### config.mk
export PLATFORM = sky130hd
export DESIGN_NAME = mips_regfile_write_arbiter
export DESIGN_NICKNAME = d
export VERILOG_FILES = /design/src/rtl/mips_pkg.sv /design/src/rtl/mips_rr_arb2.sv /design/src/rtl/mips_regfile_write_arbiter.sv
export SDC_FILE = /design/constraint.sdc
export NUM_CORES = 1
export LEC_CHECK = 0
export CORE_MARGIN = 4
export CORE_UTILIZATION = 25
export CTS_CLUSTER_SIZE = 8
export DETAILED_ROUTE_END_ITERATION = 6
export PLACE_DENSITY_LB_ADDON = 0.12
export SLEW_MARGIN = 10
export SYNTH_ARGS = -nofsm -noshare
export SYNTH_HDL_FRONTEND = slang
export SYNTH_SLANG_ARGS = --single-unit
### constraint.sdc
create_clock -name clk -period 1.65 [get_ports clk]
set_clock_uncertainty 0.05 [all_clocks]
set_input_delay 0.33 -clock clk [delete_from_list [all_inputs] [get_ports clk]]
set_output_delay 0.33 -clock clk [all_outputs]
set_load 0.02 [all_outputs]
### src/rtl/mips_pkg.sv
// Shared definitions for the mips_registers write-port arbiter.
//   ADDR_W_DEF / DATA_W_DEF / NREGS_DEF : default register-file geometry
//   arb_state_e                         : arbiter FSM encoding
//   REG_ZERO                            : index of the hard-wired $zero register
package mips_pkg;

    localparam int unsigned ADDR_W_DEF = 5;
    localparam int unsigned DATA_W_DEF = 32;
    localparam int unsigned NREGS_DEF  = 32;

    typedef enum logic {
        CLEAR = 1'b0,
        RUN   = 1'b1
    } arb_state_e;

    localparam logic [4:0] REG_ZERO = 5'd0;

endpackage : mips_pkg

### src/rtl/mips_rr_arb2.sv
// Two-way round-robin grant logic.
//   valid_i[1:0] : pending requests
//   rr_ptr_i     : requester that wins when both are valid
//   grant_c_o    : one-hot (or zero) grant, combinational
module mips_rr_arb2 (
    input  logic [1:0] valid_i,
    input  logic       rr_ptr_i,
    output logic [1:0] grant_c_o
);

    // A lone requester always wins; a tie goes to the pointed-at requester.
    always_comb begin
        grant_c_o    = 2'b00;
        grant_c_o[0] = valid_i[0] & (~valid_i[1] | ~rr_ptr_i);
        grant_c_o[1] = valid_i[1] & (~valid_i[0] |  rr_ptr_i);
    end

endmodule : mips_rr_arb2

### src/rtl/mips_regfile_write_arbiter.sv
// Single owner of the mips_registers write port.
// After reset it zero-fills every register, then shares the port between
// requester 0 (ALU writeback) and requester 1 (load return) round-robin.
//   clk, rst                       : clock, async active-high reset
//   req{0,1}_valid/_reg/_data      : write requests
//   req{0,1}_ready                 : combinational accept (valid & ready = transfer)
//   write_reg/write_data           : registered register-file write address/data
//   signal_reg_write               : registered write enable ($zero writes suppressed)
//   init_done                      : sticky high once the clear sweep has finished
module mips_regfile_write_arbiter
    import mips_pkg::*;
#(
    parameter int unsigned NREGS          = NREGS_DEF,
    parameter int unsigned ADDR_W         = ADDR_W_DEF,
    parameter int unsigned DATA_W         = DATA_W_DEF,
    parameter bit          CLEAR_ON_RESET = 1'b1
) (
    input  logic              clk,
    input  logic              rst,
    input  logic              req0_valid,
    input  logic [ADDR_W-1:0] req0_reg,
    input  logic [DATA_W-1:0] req0_data,
    output logic              req0_ready,
    input  logic              req1_valid,
    input  logic [ADDR_W-1:0] req1_reg,
    input  logic [DATA_W-1:0] req1_data,
    output logic              req1_ready,
    output logic [ADDR_W-1:0] write_reg,
    output logic [DATA_W-1:0] write_data,
    output logic              signal_reg_write,
    output logic              init_done
);

    // Terminal compare against NREGS-1 keeps the sweep exact even when NREGS fills ADDR_W.
    localparam logic [ADDR_W-1:0] LAST_IDX    = ADDR_W'(NREGS - 1);
    localparam logic [ADDR_W-1:0] ZERO_IDX    = ADDR_W'(REG_ZERO);
    localparam arb_state_e        RESET_STATE = CLEAR_ON_RESET ? CLEAR : RUN;

    arb_state_e        state_q, state_d;
    logic [ADDR_W-1:0] clr_idx_q, clr_idx_d;
    logic              rr_ptr_q, rr_ptr_d;
    logic [ADDR_W-1:0] write_reg_q, write_reg_d;
    logic [DATA_W-1:0] write_data_q, write_data_d;
    logic              sig_q, sig_d;
    logic              init_done_q, init_done_d;
    logic [1:0]        grant;

    mips_rr_arb2 u_arb (
        .valid_i   ({req1_valid, req0_valid}),
        .rr_ptr_i  (rr_ptr_q),
        .grant_c_o (grant)
    );

    // State and output registers.
    always_ff @(posedge clk or posedge rst) begin
        if (rst) begin
            state_q      <= RESET_STATE;
            clr_idx_q    <= '0;
            rr_ptr_q     <= 1'b0;
            write_reg_q  <= '0;
            write_data_q <= '0;
            sig_q        <= 1'b0;
            init_done_q  <= ~CLEAR_ON_RESET;
        end else begin
            state_q      <= state_d;
            clr_idx_q    <= clr_idx_d;
            rr_ptr_q     <= rr_ptr_d;
            write_reg_q  <= write_reg_d;
            write_data_q <= write_data_d;
            sig_q        <= sig_d;
            init_done_q  <= init_done_d;
        end
    end

    // Next-state, next-write and accept logic.
    always_comb begin
        state_d      = state_q;
        clr_idx_d    = clr_idx_q;
        rr_ptr_d     = rr_ptr_q;
        write_reg_d  = write_reg_q;
        write_data_d = write_data_q;
        sig_d        = 1'b0;
        init_done_d  = init_done_q;
        req0_ready   = 1'b0;
        req1_ready   = 1'b0;

        case (state_q)
            CLEAR: begin
                write_reg_d  = clr_idx_q;
                write_data_d = '0;
                sig_d        = 1'b1;
                clr_idx_d    = clr_idx_q + ADDR_W'(1);
                if (clr_idx_q == LAST_IDX) begin
                    state_d     = RUN;
                    init_done_d = 1'b1;
                end
            end
            RUN: begin
                req0_ready = grant[0];
                req1_ready = grant[1];
                if (grant[0]) begin
                    write_reg_d  = req0_reg;
                    write_data_d = req0_data;
                    sig_d        = (req0_reg != ZERO_IDX);
                    rr_ptr_d     = 1'b1;
                end else if (grant[1]) begin
                    write_reg_d  = req1_reg;
                    write_data_d = req1_data;
                    sig_d        = (req1_reg != ZERO_IDX);
                    rr_ptr_d     = 1'b0;
                end
            end
            default: begin
                state_d = RESET_STATE;
            end
        endcase
    end

    assign write_reg        = write_reg_q;
    assign write_data       = write_data_q;
    assign signal_reg_write = sig_q;
    assign init_done        = init_done_q;

endmodule : mips_regfile_write_arbiter

After elaboration in Yosys (flattened, before gate mapping)
Index checks and enable logic that the tools add are counted.
Storage, ports and cells
  word-level logic and storage cells: 38
  output and inout port bits: 41
  input bits: 78
  register bits: 46
Operators by class
  reductions and logical operators: 5
  eq/ne operators: 2
  bitwise operators: 8
  multiplexer cells: 15
  $add $sub $neg: 1
Operators by type and width (number)
  32-bit 2-to-1 mux: 2
  32-bit one-hot mux with 2 select lines: 1
  5-bit 2-to-1 mux: 2
  5-bit one-hot mux with 2 select lines: 1
  5-bit nonzero test: 2
  1-bit 2-to-1 mux: 8
  5-bit by 1-bit adder with 5-bit output, second input constant: 1
  5-bit == test, second input constant: 1
  1-bit inverter: 4
  2-bit AND reduction: 2
  3-bit by 1-bit inequality test with 1-bit output, second input constant: 1
  1-bit bitwise AND: 2
  1-bit bitwise OR: 2
  1-bit one-hot mux with 2 select lines: 1
  2-bit nonzero test: 1

Longest topological paths before layout
  word-level depth: 6
  mapped depth: 6
  gate-level depth less buffers: 4

By module
Synthesis repeated with hierarchy kept, for this count alone.
Unflattened totals
  cell total of the unflattened synthesis: 239
  area, all modules: 2352.3 µm²
By module, submodules not included
  mips_regfile_write_arbiter: cells an instance 236, area each 2333.5 µm², seq. area each 1151.1 µm², times used 1
  mips_rr_arb2: cells an instance 3, area each 18.8 µm², seq. area each 0.0 µm², times used 1

Worst setup path before layout
No wires, ideal clock.
  path type: register -> register
  from: register rr_ptr_q
  to: register write_reg_q[1], in the netlist write_reg[1]
  required time: 1.474 ns
  library setup time: 0.126 ns
  period minus slack after synthesis: 1.502 ns
  arrival: 1.326 ns
  cell stages (with the launch flop): 6
  slack: 0.148 ns
  path buffers: 2
  cells stage by stage: dfrtp_1 > nand2b_2 > and3_4 > buf_6 > buf_6 > a221o_1
On the way
  word-level cells in the longest chain between the ends: 5
  elaborated cells on any way between the ends: 8
  classes of those cells: 1 x eq/ne; 2 x mux; 5 x bitwise
Ends and longest elaborated chain
  start, declared: line mips_regfile_write_arbiter.sv:41  | logic rr_ptr_q, rr_ptr_d;
  start signal, assigned: line mips_regfile_write_arbiter.sv:67  | rr_ptr_q <= rr_ptr_d;
  1-bit inverter: line mips_rr_arb2.sv:14  | grant_c_o[0] = valid_i[0] & (~valid_i[1] | ~rr_ptr_i);
  1-bit bitwise OR: line mips_rr_arb2.sv:14
  1-bit bitwise AND: line mips_rr_arb2.sv:14
  5-bit 2-to-1 mux: line mips_regfile_write_arbiter.sv:101  | if (grant[0]) begin
  5-bit one-hot mux with 2 select lines: line mips_regfile_write_arbiter.sv:87  | case (state_q)
  end signal, assigned: line mips_regfile_write_arbiter.sv:68  | write_reg_q <= write_reg_d;
  end, declared: line mips_regfile_write_arbiter.sv:42  | logic [ADDR_W-1:0] write_reg_q, write_reg_d;
Parallel ways exist; a longest one is shown, timed or not.
A chain may end at the register's enable or synchronous reset.

Worst setup path after layout
  from: register rr_ptr_q
  to: output req1_ready
On the way
  word-level cells in the longest chain between the ends: 3
Ends and longest elaborated chain
  1-bit bitwise OR: line mips_rr_arb2.sv:15  | grant_c_o[1] = valid_i[1] & (~valid_i[0] | rr_ptr_i);
  1-bit bitwise AND: line mips_rr_arb2.sv:15
  1-bit 2-to-1 mux: line mips_regfile_write_arbiter.sv:87
  end, declared: line mips_regfile_write_arbiter.sv:27  | output logic req1_ready,
Every way passes these cells.

==> results.toml <==
[route]
drt-total-wl_um = 6880
viasPerCell = 4.62
wl_per_cell_um = 16.9
vias = 1885
drc = 0
drtIter0Drc = 31
ant_nets = 0
dr.pass1.iters = 4

[flow_run]
drv_cap = 0

[cells_and_area]
fin_area_um2 = 3640
synthToLayoutAreaGrowth_pct = 70.9
antennaDiodeCount = 0
layout-drive-gt1-share_pct = 12.2
fillCellCount = 808
final_nets = 382
largest_reg_flops = 32

[placed_design]
placed_area_um2 = 3490
dp_slack_ns = -0.565
routabilityCongestion = 0.774
io_buffers = 118
hpwl_um = 4870

[yosys]
ys_types = 33
avgSynthCellArea_um2 = 12.3
synth_seq_cells = 46
ys_async_sr_fraction_pct = 100
synthFlopType = "dfrtp_1"
yosysWarnings = 0
synth_edf_count = 0
syn_area_um2 = 2130
synth-seq-area-share_pct = 54.0
syn_nets = 253
syn_inst = 173

[sta]
rsz0062_at_grt = "false"
worst_pin_slew_ns = 0.443
tns_ns = 0
finalHoldViolations = 0
fmax_mhz = 635
slew_violations = 0
setup_ws_ns = 0.0762
relSlewSlack_pct = 70.4
period_needed_ns = 1.57
holdWs_ns = 0.233
setup_viol = 0
period_share_pct = 95.4

[global_routing]
grt_max_degree = 37
antenna_found_initial = 0
grt-ovfl-total = 0
grtUsageTotal_pct = 13.6
grt_pass1_vias = 1982
grt_pass1_wl_um = 10800

[setup_path]
worstSetupPathType = "reg2out"
cp_max_fo = 4
cp.required_ns = 1.27
end_kind = "output pin"
worst_setup_path_start_kind = "flip-flop"
cp_data_arrival_time_ns = 1.19

[clock_tree]
clockBufferDepth = 2
cts_buffers = 5
htreeDepth = 2
cts-root-buf = "clkbuf_8"
clkTransAtPathRegs_ns = 0.09
tritoncts = "built"
numClockSinks = 46
clock_latency_ns = 0.30

[floorplanning]
num_rows = 33
die_area_um2 = 10100
io_pins = 119
core_um2 = 8260
dieHeight_um = 100
die_w_um = 100
initial_core_util_pct = 25.8

[run_status]
status = "completed"

[power_and_ir_drop]
p_leak_nw = 1.76
powerDensity_nw_per_um2 = 823
ir_worst_vdd_mv = 0.283
p_total_mw = 3.00

[worst_hold_path]
hold_class = "in2async"
-- worst paths after layout --
kind	to	slack (ns)	start	cells after the start
worst max-delay path	req1_ready	0.08	rr_ptr_q	3
worst min-delay path	write_data[8]	0.23	rst	2
worst max register to register	write_reg[1]	0.11	rr_ptr_q	4
worst min register to register	init_done	0.42	init_done	1
max in group asynchronous	write_data[31]	0.86	rst	3
min in group clk	init_done	0.42	init_done	1
-- through the flow --
stage / cells / utilization (%)
after CTS: 407 / 43.3
final: 408 / 44.1
after global routing: 408 / 44.1
after global placement: 399 / 42.2
after floorplan: 173 / -
after detailed placement: 399 / 42.2
-- power breakdown --
part	switching (mW)	total, mW	internal [mW]
clock	0.385	0.839	0.454
combinational	0.397	0.866	0.470
sequential	0.0501	1.29	1.24
total	0.832	3.00	2.17
-- synth_stat cells, types with 2 or more instances --
library cell	count	area (um^2)
buf_6	7	78.8
a21o_1	2	15.0
ha_1	2	25.0
buf_2	2	10.0
nor2b_1	3	18.8
nand2_1	3	11.3
mux2_2	2	22.5
a21oi_1	2	10.0
nor2_1	3	11.3
clkbuf_1	3	11.3
and2_1	34	213
o32ai_1	3	26.3
or4_1	2	15.0
xnor2_1	3	26.3
a221o_1	36	360
dfrtp_1	46	1150
inv_1	4	15.0
-- metal layers --
layer | vias up | global-route usage [%] | share of wire (%)
met3 | 7 | 3.68 | 7.3
li1 | 909 | - | -
met5 | - | 0 | 0
met2 | 73 | 22.1 | 47
met1 | 896 | 18.3 | 45
met4 | 0 | 2.80 | 0.81
-- critical path: stages (launching register included) --
cell      delay [ns]
dfrtp_1         0.43
nand2b_4        0.16
and3_4          0.18
buf_6           0.13
-- layout make-up --
class	count	area (um^2)	share of cell area, %
clock inverter	1	30.0	0.824
multi-input combinational	108	865	23.7
timing repair buffer	136	1370	37.6
clock buffer	7	76.3	2.09
sequential	46	1150	31.6
tap	105	131	3.61
inverter	5	18.8	0.515
-- logic make-up after synthesis --
group | share of synthesized area, %
DFF | 54.0
muxes | 1.06
buffers and inverters | 6.10
adders and majority gates | 1.17
xor gates and xnor gates | 1.23
and+or+nand+nor | 15.5
AOI/OAI and AO/OA | 21.0
-- cell usage in the layout, fill, tap and decap left out, drive strengths merged, types with 3 or more instances in the layout --
cell type      synthesis  routed
nor2b                  3       3
nor2                   3       3
clkbuf                 3       7
inv                    5       5
o32ai                  3       3
clkdlybuf4s50          0      75
and2                  34      34
dfrtp                 46      46
nand2                  3       3
buf                   11      20
xnor2                  3       3
dlygate4sd2            0      21
dlymetal6s2s           0      20
a221o                 36      36
-- timing repair --
item / 4_1_cts / 5_1_grt
setup endpoints to repair: 57 / 23
gates resized for setup: 35 / 23
buffers inserted: 0 / 1
hold buffers: 0 / 0
pin swaps: 0 / 1
No activity file was read; power rests on OpenSTA's default activity.
